File: config.mk
export PLATFORM = sky130hd
export DESIGN_NAME = sram_like_bridge
export DESIGN_NICKNAME = d
export VERILOG_FILES = /design/src/rtl/sram_bridge_pkg.sv /design/src/rtl/resp_fifo.sv /design/src/rtl/sram_like_bridge.sv
export SDC_FILE = /design/constraint.sdc
export NUM_CORES = 1
export LEC_CHECK = 0
export ABC_AREA = 1
export BUFFER_PORTS_ARGS = -buffer_cell sky130_fd_sc_hd__buf_2
export CAP_MARGIN = 20
export CORE_MARGIN = 2
export CORE_UTILIZATION = 30
export CTS_CLUSTER_DIAMETER = 50
export DETAILED_ROUTE_END_ITERATION = 8
export GPL_TIMING_DRIVEN = 0
export SETUP_SLACK_MARGIN = 0.5
export SLEW_MARGIN = 5
export SYNTH_ARGS = -nofsm -noshare
export SYNTH_HDL_FRONTEND = slang
export SYNTH_SLANG_ARGS = --single-unit
export TNS_END_PERCENT = 5
File: constraint.sdc
create_clock -name clk -period 6.28 [get_ports clk]
set_input_delay 1.256 -clock clk [delete_from_list [all_inputs] [get_ports clk]]
set_output_delay 1.256 -clock clk [all_outputs]
set_load 0.1 [all_outputs]
File: src/rtl/sram_bridge_pkg.sv
// rtl/sram_bridge_pkg.sv - shared limits and response entry type for the SRAM-like bridge
package sram_bridge_pkg;

  localparam int LATENCY_MAX = 4;
  localparam int DEPTH_MAX   = 16;
  localparam int DATA_W_DEF  = 32;

  // Default-width entry; the bridge overrides the width through resp_fifo's type parameter.
  typedef struct packed {
    logic [DATA_W_DEF-1:0] data;
    logic                  is_write;
  } rsp_entry_t;

endpackage

File: src/rtl/resp_fifo.sv
// rtl/resp_fifo.sv - pointer-based synchronous response FIFO with full/empty flags
module resp_fifo
  import sram_bridge_pkg::*;
#(
  parameter int  DEPTH   = 4,
  parameter type entry_t = rsp_entry_t
) (
  input  logic   clk,
  input  logic   reset,
  input  logic   push_i,
  input  entry_t push_entry_i,
  input  logic   pop_i,
  output entry_t head_o,
  output logic   empty_o
);

  localparam int AW = $clog2(DEPTH);

  entry_t        mem_q [DEPTH];
  logic [AW:0]   wptr_q, wptr_d;
  logic [AW:0]   rptr_q, rptr_d;
  logic          full;

  // Extra pointer bit distinguishes full from empty when the indices match.
  assign empty_o = (wptr_q == rptr_q);
  assign full    = (wptr_q[AW] != rptr_q[AW]) && (wptr_q[AW-1:0] == rptr_q[AW-1:0]);
  assign head_o  = mem_q[rptr_q[AW-1:0]];

  assign wptr_d = wptr_q + {{AW{1'b0}}, push_i};
  assign rptr_d = rptr_q + {{AW{1'b0}}, pop_i & ~empty_o};

  always_ff @(posedge clk) begin
    if (reset) begin
      wptr_q <= '0;
      rptr_q <= '0;
    end else begin
      wptr_q <= wptr_d;
      rptr_q <= rptr_d;
      assert (!(push_i && full));
    end
  end

  always_ff @(posedge clk) begin
    if (push_i) begin
      mem_q[wptr_q[AW-1:0]] <= push_entry_i;
    end
  end

endmodule

File: src/rtl/sram_like_bridge.sv
// rtl/sram_like_bridge.sv - CPU request/response bridge onto a fixed-latency SRAM port
module sram_like_bridge
  import sram_bridge_pkg::*;
#(
  parameter int ADDR_W  = 32,
  parameter int DATA_W  = 32,
  parameter int LATENCY = 1,
  parameter int DEPTH   = 4
) (
  input  logic                      clk,
  input  logic                      reset,
  input  logic                      cpu_req,
  input  logic                      cpu_wr,
  input  logic [DATA_W/8-1:0]       cpu_wstrb,
  input  logic [ADDR_W-1:0]         cpu_addr,
  input  logic [DATA_W-1:0]         cpu_wdata,
  output logic                      cpu_addr_ok,
  output logic                      cpu_data_ok,
  output logic [DATA_W-1:0]         cpu_rdata,
  input  logic                      cpu_rsp_ready,
  output logic                      sram_en,
  output logic [DATA_W/8-1:0]       sram_wen,
  output logic [ADDR_W-1:0]         sram_addr,
  output logic [DATA_W-1:0]         sram_wdata,
  input  logic [DATA_W-1:0]         sram_rdata,
  output logic [$clog2(DEPTH):0]    outstanding
);

  localparam int CNT_W  = $clog2(DEPTH) + 1;
  localparam int STRB_W = DATA_W / 8;

  typedef struct packed {
    logic [DATA_W-1:0] data;
    logic              is_write;
  } entry_t;

  logic [CNT_W-1:0]   outstanding_q, outstanding_d;
  logic [LATENCY-1:0] vld_q, vld_d;
  logic [LATENCY-1:0] wr_q, wr_d;
  logic               accept, consume, ret_valid;
  logic               fifo_push, fifo_pop, fifo_empty;
  entry_t             ret_entry, head_entry;

  // The outstanding cap bounds in-flight plus buffered responses, so the FIFO never overflows.
  assign accept      = ~reset & cpu_req & (outstanding_q < CNT_W'(DEPTH));
  assign cpu_addr_ok = accept;
  assign sram_en     = accept;
  assign sram_addr   = cpu_addr;
  assign sram_wdata  = cpu_wdata;
  assign sram_wen    = {STRB_W{cpu_wr & accept}} & cpu_wstrb;
  assign outstanding = reset ? '0 : outstanding_q;

  always_comb begin
    vld_d    = vld_q;
    wr_d     = wr_q;
    vld_d[0] = accept;
    wr_d[0]  = cpu_wr;
    for (int i = 1; i < LATENCY; i++) begin
      vld_d[i] = vld_q[i-1];
      wr_d[i]  = wr_q[i-1];
    end
  end

  assign ret_valid = ~reset & vld_q[LATENCY-1];

  always_comb begin
    ret_entry          = '0;
    ret_entry.is_write = wr_q[LATENCY-1];
    ret_entry.data     = wr_q[LATENCY-1] ? '0 : sram_rdata;
  end

  // Buffered responses take priority; a fresh return only bypasses when nothing is queued.
  always_comb begin
    cpu_data_ok = 1'b0;
    cpu_rdata   = '0;
    fifo_push   = 1'b0;
    fifo_pop    = 1'b0;
    if (!reset) begin
      if (!fifo_empty) begin
        cpu_data_ok = 1'b1;
        cpu_rdata   = head_entry.is_write ? '0 : head_entry.data;
        fifo_pop    = cpu_rsp_ready;
        fifo_push   = ret_valid;
      end else if (ret_valid) begin
        cpu_data_ok = 1'b1;
        cpu_rdata   = ret_entry.data;
        fifo_push   = ~cpu_rsp_ready;
      end
    end
    consume = cpu_data_ok & cpu_rsp_ready;
  end

  always_comb begin
    outstanding_d = outstanding_q;
    case ({accept, consume})
      2'b10:   outstanding_d = outstanding_q + CNT_W'(1);
      2'b01:   outstanding_d = outstanding_q - CNT_W'(1);
      default: outstanding_d = outstanding_q;
    endcase
  end

  always_ff @(posedge clk) begin
    assert (LATENCY >= 1 && LATENCY <= LATENCY_MAX && DEPTH >= 2 && DEPTH <= DEPTH_MAX);
    if (reset) begin
      outstanding_q <= '0;
      vld_q         <= '0;
      wr_q          <= '0;
    end else begin
      outstanding_q <= outstanding_d;
      vld_q         <= vld_d;
      wr_q          <= wr_d;
    end
  end

  resp_fifo #(
    .DEPTH   (DEPTH),
    .entry_t (entry_t)
  ) u_resp_fifo (
    .clk          (clk),
    .reset        (reset),
    .push_i       (fifo_push),
    .push_entry_i (ret_entry),
    .pop_i        (fifo_pop),
    .head_o       (head_entry),
    .empty_o      (fifo_empty)
  );

endmodule

# [Word level (Yosys, flattened, before mapping)]
# Memory sizes are Yosys's and may differ from the RTL's. A register that Yosys moved wholly into a read port is not among the register bits.
# Cells that the tools add are included.
[op_classes] n_lt_le_gt_ge=1 bitwise_logic=10 n_reduce_logical=1 add_sub_neg=4 mux=18 n_eq_ne=3
[ops] operator="two-way mux 32 bit" n=5
[ops] operator="two-way mux 1 bit" n=10
[ops] operator="adder 3 x 1 -> 3 bit" n=2
[ops] operator="bitwise AND 1 bit" n=6
[ops] operator="case mux 3 bit (2 select lines)" n=1
[ops] operator="bitwise AND 4 bit" n=1
[ops] operator="adder 3 x 1 -> 3 bit (second input constant)" n=1
[ops] operator="equality test 3 bit" n=1
[ops] operator="< comparator 3 bit (second input constant)" n=1
[ops] operator="two-way mux 3 bit" n=1
[ops] operator="inverter 1 bit" n=3
[ops] operator="subtractor 3 x 1 -> 3 bit (second input constant)" n=1
[ops] operator="equality test 2 x 1 -> 1 bit (second input constant)" n=1
[ops] operator="equality test 2 bit (second input constant)" n=1
[ops] operator="two-way mux 2 bit" n=1
[ops] operator="nonzero test 2 bit" n=1
[word_totals] ram_bits=132 ff_bits=11 memories=1 wordCells=43 inputBits=105 out_inout_bits=106
[memory_table] memory="u_resp_fifo.mem_q" depth=4 width=33 read_ports=1 rd_clocked_by_memory_dff=1 write_ports=1 line="resp_fifo.sv:19" rtl="entry_t mem_q [DEPTH];"

# [Longest topological paths before layout]
[logic_depth] word_depth=8 ltp_mapped=14 mapped_depth_nobuf=14

# [Hierarchy]
# Synthesis repeated with hierarchy kept, for this count alone.
[unflattened] cells_unflattened=650 hier_area_um2=7309.5
[modules_own_cells] module="resp_fifo" seq_area_each_um2=4083.9 area_each_um2=5634.2 cells_each=362 instances=1
[modules_own_cells] module="sram_like_bridge" seq_area_each_um2=100.1 area_each_um2=1675.4 cells_each=288 instances=1

# [Worst setup path before layout]
# No wires, ideal clock.
[synth_timing] path_kind="input -> output" from="input reset" to="output sram_wen[0]" setup_slack_ps=1448 t_arrival_ps=3576 t_required_ps=5024 path_buffers=0 path_stages=5 path_cell_list="inv_1 > nand3_1 > inv_1 > nand2_1 > nor2_1"
[synth_between] elab_chain_cells=5
[synth_lines] item="start, declared" line="sram_like_bridge.sv:11" rtl="input logic reset,"
[synth_lines] item="inverter 1 bit" line="sram_like_bridge.sv:45" rtl="assign accept = ~reset & cpu_req & (outstanding_q < CNT_W'(DEPTH));"
[synth_lines] item="bitwise AND 1 bit (2 in series)" line="sram_like_bridge.sv:45"
[synth_lines] item="net cpu_addr_ok" line="sram_like_bridge.sv:17" rtl="output logic cpu_addr_ok,"
[synth_lines] item="bitwise AND 1 bit" line="sram_like_bridge.sv:50" rtl="assign sram_wen = {STRB_W{cpu_wr & accept}} & cpu_wstrb;"
[synth_lines] item="bitwise AND 4 bit" line="sram_like_bridge.sv:50"
[synth_lines] item="end, declared" line="sram_like_bridge.sv:22" rtl="output logic [DATA_W/8-1:0] sram_wen,"
# The timed path passes the listed nets, and every way through them passes these cells.

# [Worst setup path after layout]
[layout_timing] from="input reset" to="output cpu_rdata[22]"
[layout_between] elab_chain_cells=5
[layout_lines] item="inverter 1 bit" line="sram_like_bridge.sv:64" rtl="assign ret_valid = ~reset & vld_q[LATENCY-1];"
[layout_lines] item="bitwise AND 1 bit" line="sram_like_bridge.sv:64"
[layout_lines] item="two-way mux 32 bit" line="sram_like_bridge.sv:84" rtl="end else if (ret_valid) begin"
[layout_lines] item="two-way mux 32 bit" line="sram_like_bridge.sv:79" rtl="if (!fifo_empty) begin"
[layout_lines] item="two-way mux 32 bit (*)" line="sram_like_bridge.sv:78" rtl="if (!reset) begin"
[layout_lines] item="end, declared" line="sram_like_bridge.sv:19" rtl="output logic [DATA_W-1:0] cpu_rdata,"
# Mark *: on every way between the ends. The rest lies on a longest branch, timed or not.

==> impl_results.html <==
<table>
<tr><th>Metric</th><th>Value</th></tr>
<tr><th colspan="2">Final layout</th></tr>
<tr><td>Post-layout net count</td><td>1266</td></tr>
<tr><td>Share of final-layout standard cells stronger than drive strength 1</td><td>24.5%</td></tr>
<tr><td>Area added between synthesis and finish</td><td>22.6%</td></tr>
<tr><td>Utilization after layout</td><td>37.6%</td></tr>
<tr><td>Count of fill cells added during filler insertion</td><td>2672</td></tr>
<tr><td>Antenna Cells</td><td>0</td></tr>
<tr><th colspan="2">Logic synthesis</th></tr>
<tr><td>Largest cells by area after synthesis</td><td>sky130_fd_sc_hd__edfxtp_1, sky130_fd_sc_hd__nand2_1, sky130_fd_sc_hd__inv_1</td></tr>
<tr><td>Yosys synthesis warning count</td><td>0</td></tr>
<tr><td>Portion of synthesized cell area occupied by the leading cell type</td><td>49.4%</td></tr>
<tr><td>Number of distinct standard cells referenced by the synthesized netlist</td><td>20</td></tr>
<tr><td>Most area-hungry cell type in the Yosys netlist</td><td>sky130_fd_sc_hd__edfxtp_1</td></tr>
<tr><td>Post-synth EDFFs</td><td>132</td></tr>
<tr><td>Prevailing post-synth register cell</td><td>sky130_fd_sc_hd__edfxtp_1</td></tr>
<tr><td>Total nets after synthesis</td><td>1097</td></tr>
<tr><td>Combined area of all synthesized cells</td><td>0.00802 sq mm</td></tr>
<tr><td>Number of instances in the synthesized netlist</td><td>986</td></tr>
<tr><td>Average instance area after synthesis</td><td>8.13 sq um</td></tr>
<tr><td>Count leader, synth</td><td>sky130_fd_sc_hd__nand2_1</td></tr>
<tr><td>Async SR Flop Fraction</td><td>0%</td></tr>
<tr><td>Synth cell count leaders</td><td>sky130_fd_sc_hd__nand2_1, sky130_fd_sc_hd__inv_1, sky130_fd_sc_hd__edfxtp_1, sky130_fd_sc_hd__nor2_1, sky130_fd_sc_hd__buf_4</td></tr>
<tr><td>Sequential share of the synthesized area</td><td>52.2%</td></tr>
<tr><td>Flops &amp; latches, synth</td><td>143</td></tr>
<tr><th colspan="2">Setup path</th></tr>
<tr><td>Data arrival time of the critical path</td><td>2.98 ns</td></tr>
<tr><td>Kind of launch point of the worst setup path</td><td>primary input</td></tr>
<tr><td>Setup slack on the worst flop-to-flop path</td><td>3.69 ns</td></tr>
<tr><td>Critical path fanouts, max</td><td>10</td></tr>
<tr><td>Critical path data required time</td><td>5.02 ns</td></tr>
<tr><td>Buffer and inverter count on the worst path</td><td>5</td></tr>
<tr><td>CP Capture Point</td><td>cpu_rdata[22]</td></tr>
<tr><td>Cell breakdown of the critical path</td><td>buf_2 -&gt; inv_1 -&gt; clkbuf_1 -&gt; buf_2 -&gt; nand2_1 -&gt; nor2_1 -&gt; buf_2</td></tr>
<tr><td>Critical Path Stages</td><td>7</td></tr>
<tr><td>CP top delay family</td><td>buffers and inverters</td></tr>
<tr><td>Type of the worst setup path</td><td>in2out</td></tr>
<tr><td>Cell depth of the worst flop-to-flop path</td><td>13</td></tr>
<tr><td>Delay of the slowest critical-path stage</td><td>0.48 ns</td></tr>
<tr><td>Critical Path Source</td><td>reset</td></tr>
<tr><td>Sort of element at the end of the critical path</td><td>output pin</td></tr>
<tr><td>Cell with the most instances on the worst path</td><td>sky130_fd_sc_hd__buf_2</td></tr>
<tr><td>Crit Reg-Reg Startpoint</td><td>u_resp_fifo.rptr_q[0]</td></tr>
<tr><td>Reg-to-Reg End</td><td>outstanding_q[2]</td></tr>
<tr><td>Cell at the slowest stage of the critical path</td><td>sky130_fd_sc_hd__clkbuf_1</td></tr>
<tr><th colspan="2">STA</th></tr>
<tr><td>Fin. Hold Viols</td><td>0</td></tr>
<tr><td>Hold slack</td><td>0.498 ns</td></tr>
<tr><td>Setup TNS after final layout</td><td>0 ns</td></tr>
<tr><td>Final setup violation count</td><td>0</td></tr>
<tr><td>Min Tclk post-route</td><td>4.24 ns</td></tr>
<tr><td>Clock Skew</td><td>0.00890 ns</td></tr>
<tr><td>Final period utilization</td><td>67.5%</td></tr>
<tr><td>Fmax achieved</td><td>236 MHz</td></tr>
<tr><td>Transition time of the tightest slew-check pin</td><td>0.700 ns</td></tr>
<tr><td>Normalized max-slew margin</td><td>53.2%</td></tr>
<tr><td>RSZ-0062 raised after global routing</td><td>no</td></tr>
<tr><td>Max-slew violation count</td><td>0</td></tr>
<tr><th colspan="2">Place</th></tr>
<tr><td>Estimated wirelength of the detail-placed design</td><td>13500 um</td></tr>
<tr><td>Weighted congestion at the end of routability-driven global placement</td><td>0.772</td></tr>
<tr><td>Port-buffer cells</td><td>146</td></tr>
<tr><th colspan="2">Detailed routing</th></tr>
<tr><td>Final wirelength</td><td>19900 um</td></tr>
<tr><td>Wire length the detailed router placed on met1</td><td>8490 um</td></tr>
<tr><td>Antenna-violating nets left</td><td>0</td></tr>
<tr><td>Detailed Routing Iterations Pass 1</td><td>7</td></tr>
<tr><td>Met2 WL post-DR</td><td>9400 um</td></tr>
<tr><td>Uppermost routed layer</td><td>met4</td></tr>
<tr><td>Number of vias per cell after detailed routing</td><td>4.26</td></tr>
<tr><td>Routed wirelength normalized by instance count</td><td>13.3 um</td></tr>
<tr><td>Starting DRC count in detailed routing</td><td>511</td></tr>
<tr><td>Total number of vias</td><td>6386</td></tr>
<tr><td>Total length of routed met3 wires</td><td>1700 um</td></tr>
<tr><td>DRC violations left</td><td>24</td></tr>
<tr><th colspan="2">Outcome</th></tr>
<tr><td>Run status</td><td>finished with violations</td></tr>
<tr><td>Violations in the final reports</td><td>DRC</td></tr>
<tr><th colspan="2">Min path</th></tr>
<tr><td>Number of cells traversed by the worst hold path</td><td>2</td></tr>
<tr><td>Class of the worst hold path</td><td>reg2reg</td></tr>
<tr><th colspan="2">Floorplan</th></tr>
<tr><td>Std-Cell Rows</td><td>59</td></tr>
<tr><td>Die span in x</td><td>168 um</td></tr>
<tr><td>Placeable core area</td><td>0.0261 sq mm</td></tr>
<tr><td>Effective utilization at floorplan</td><td>30.7%</td></tr>
<tr><td>I/O pins</td><td>211</td></tr>
<tr><td>Die span in y</td><td>168 um</td></tr>
<tr><td>Die area</td><td>0.0281 sq mm</td></tr>
<tr><th colspan="2">Pwr</th></tr>
<tr><td>IR drop worst, VDD</td><td>204 uV</td></tr>
<tr><td>Pwr Density</td><td>253 mW/mm^2</td></tr>
<tr><td>Static Leak</td><td>5.18 nW</td></tr>
<tr><th colspan="2">CTS</th></tr>
<tr><td>Number of buffers on the longest clock path</td><td>2</td></tr>
<tr><td>TritonCTS buffer count</td><td>17</td></tr>
<tr><td>Number of buffers inserted to repair setup after CTS</td><td>0</td></tr>
<tr><td>Clock tree from TritonCTS</td><td>done</td></tr>
<tr><td>Cell chosen for the clock root</td><td>sky130_fd_sc_hd__clkbuf_16</td></tr>
<tr><td>H-tree depth reported by CTS</td><td>4</td></tr>
<tr><td>Clock transition at the registers of the reported paths</td><td>0.06 ns</td></tr>
<tr><td>Clk_lat worst skew</td><td>0.42 ns</td></tr>
<tr><td>CTS sink count</td><td>143</td></tr>
<tr><td>PostCTS Resize Cnt</td><td>0</td></tr>
<tr><td>Hold-fix buffers, CTS</td><td>0</td></tr>
<tr><th colspan="2">Global routing</th></tr>
<tr><td>Largest net degree at the start of global routing</td><td>26</td></tr>
<tr><td>Global-route congestion overflow total</td><td>0</td></tr>
<tr><td>Vias in the first global route</td><td>5920</td></tr>
<tr><td>Antenna violations before repair</td><td>0</td></tr>
<tr><td>Wire length of the first global-routing pass</td><td>30200 um</td></tr>
<tr><td>Global Route Usage Sum</td><td>14.0%</td></tr>
<tr><th colspan="2">Job</th></tr>
<tr><td># Max-Cap Violations</td><td>0</td></tr>
</table>
## tightest hold or removal path, cell delays in order, from the launching register on
cell,delay [ns]
sky130_fd_sc_hd__dfxtp_1,0.30
sky130_fd_sc_hd__inv_1,0.09
sky130_fd_sc_hd__a21oi_1,0.07
## metrics by stage
stage	area (sq um)	worst slack, ns	instances	power (mW)
global route	9840	1.93	1500	2.57
global placement	9170	0.873	1467	1.57
finish	9840	2.04	1500	2.49
floorplan	8020	1.45	986	1.49
CTS	9840	2.04	1500	2.50
detailed placement	9300	2.04	1471	1.58
## sequential cells by signal, indices dropped and copies added, names as in the netlist
signal	cells
outstanding_q	3
u_resp_fifo.mem_q	132
u_resp_fifo.wptr_q	3
wr_q	1
u_resp_fifo.rptr_q	3
vld_q	1
## metal layers
layer / GRT usage, % / vias to the layer above
met5: 0 / -
met4: 5.33 / 0
met3: 3.12 / 23
met2: 22.9 / 285
met1: 18.2 / 2806
li1: - / 3272
## worst min path at each step
stage	startpoint	to	slack (ns)
finish	outstanding_q[2]	outstanding_q[2]	0.50
global route	outstanding_q[2]	outstanding_q[2]	0.54
CTS	outstanding_q[2]	outstanding_q[2]	0.50
detailed placement	outstanding_q[2]	outstanding_q[2]	0.49
global placement	outstanding_q[2]	outstanding_q[2]	0.48
floorplan	outstanding_q[2]	outstanding_q[2]	0.46
## final cells by class
| type | instances | area [sq um] | area share (%) |
|---|---|---|---|
| flip-flops and latches | 143 | 4180 | 42.5 |
| multi-input cells | 511 | 2230 | 22.7 |
| repair buffers | 150 | 833 | 8.47 |
| inverters | 219 | 822 | 8.36 |
| plain buffers | 113 | 812 | 8.26 |
| clock buffers | 20 | 437 | 4.44 |
| well taps | 335 | 419 | 4.26 |
| clock inverters | 9 | 96.3 | 0.980 |
## cell usage in the layout (no fill, tap or decap)
cell                        netlist  final
sky130_fd_sc_hd__nand2_1        310    310
sky130_fd_sc_hd__inv_1          217    217
sky130_fd_sc_hd__buf_2           19    165
sky130_fd_sc_hd__edfxtp_1       132    132
sky130_fd_sc_hd__nor2_1          83     79
sky130_fd_sc_hd__buf_4           73     73
sky130_fd_sc_hd__nand3_1         68     68
sky130_fd_sc_hd__nand4_1         33     33
sky130_fd_sc_hd__clkbuf_16        0     17
sky130_fd_sc_hd__buf_6           12     12
sky130_fd_sc_hd__dfxtp_1         11     11
sky130_fd_sc_hd__clkbuf_1         7     10
sky130_fd_sc_hd__ha_1             5      5
sky130_fd_sc_hd__nor2_4           0      4
sky130_fd_sc_hd__a21oi_1          4      4
sky130_fd_sc_hd__clkinv_2         0      4
sky130_fd_sc_hd__o21ai_0          3      3
sky130_fd_sc_hd__buf_16           0      3
sky130_fd_sc_hd__inv_2            2      2
sky130_fd_sc_hd__buf_1            2      2
sky130_fd_sc_hd__xnor2_1          2      2
sky130_fd_sc_hd__clkinv_1         0      2
sky130_fd_sc_hd__bufinv_16        0      2
sky130_fd_sc_hd__xnor2_4          1      1
sky130_fd_sc_hd__nand3_4          1      1
sky130_fd_sc_hd__fa_1             1      1
sky130_fd_sc_hd__clkinv_4         0      1
sky130_fd_sc_hd__buf_12           0      1
## logic make-up (layout without fill, tap and decap cells)
group	after synthesis	after routing	share of synthesized area [%]
DFF	143	143	52.2
AOI/OAI and AO/OA	7	7	0.437
adders and majority gates	6	6	1.03
and+or+nand+nor	495	495	25.4
buffers and inverters	332	511	20.4
xor gates and xnor gates	3	3	0.562
## power breakdown
group	internal [mW]	switching [mW]
Clock	0.571	0.358
Sequential	1.05	0.00378
Combinational	0.105	0.395
Total	1.73	0.757
Note: power is estimated with default switching activity, not from simulation.
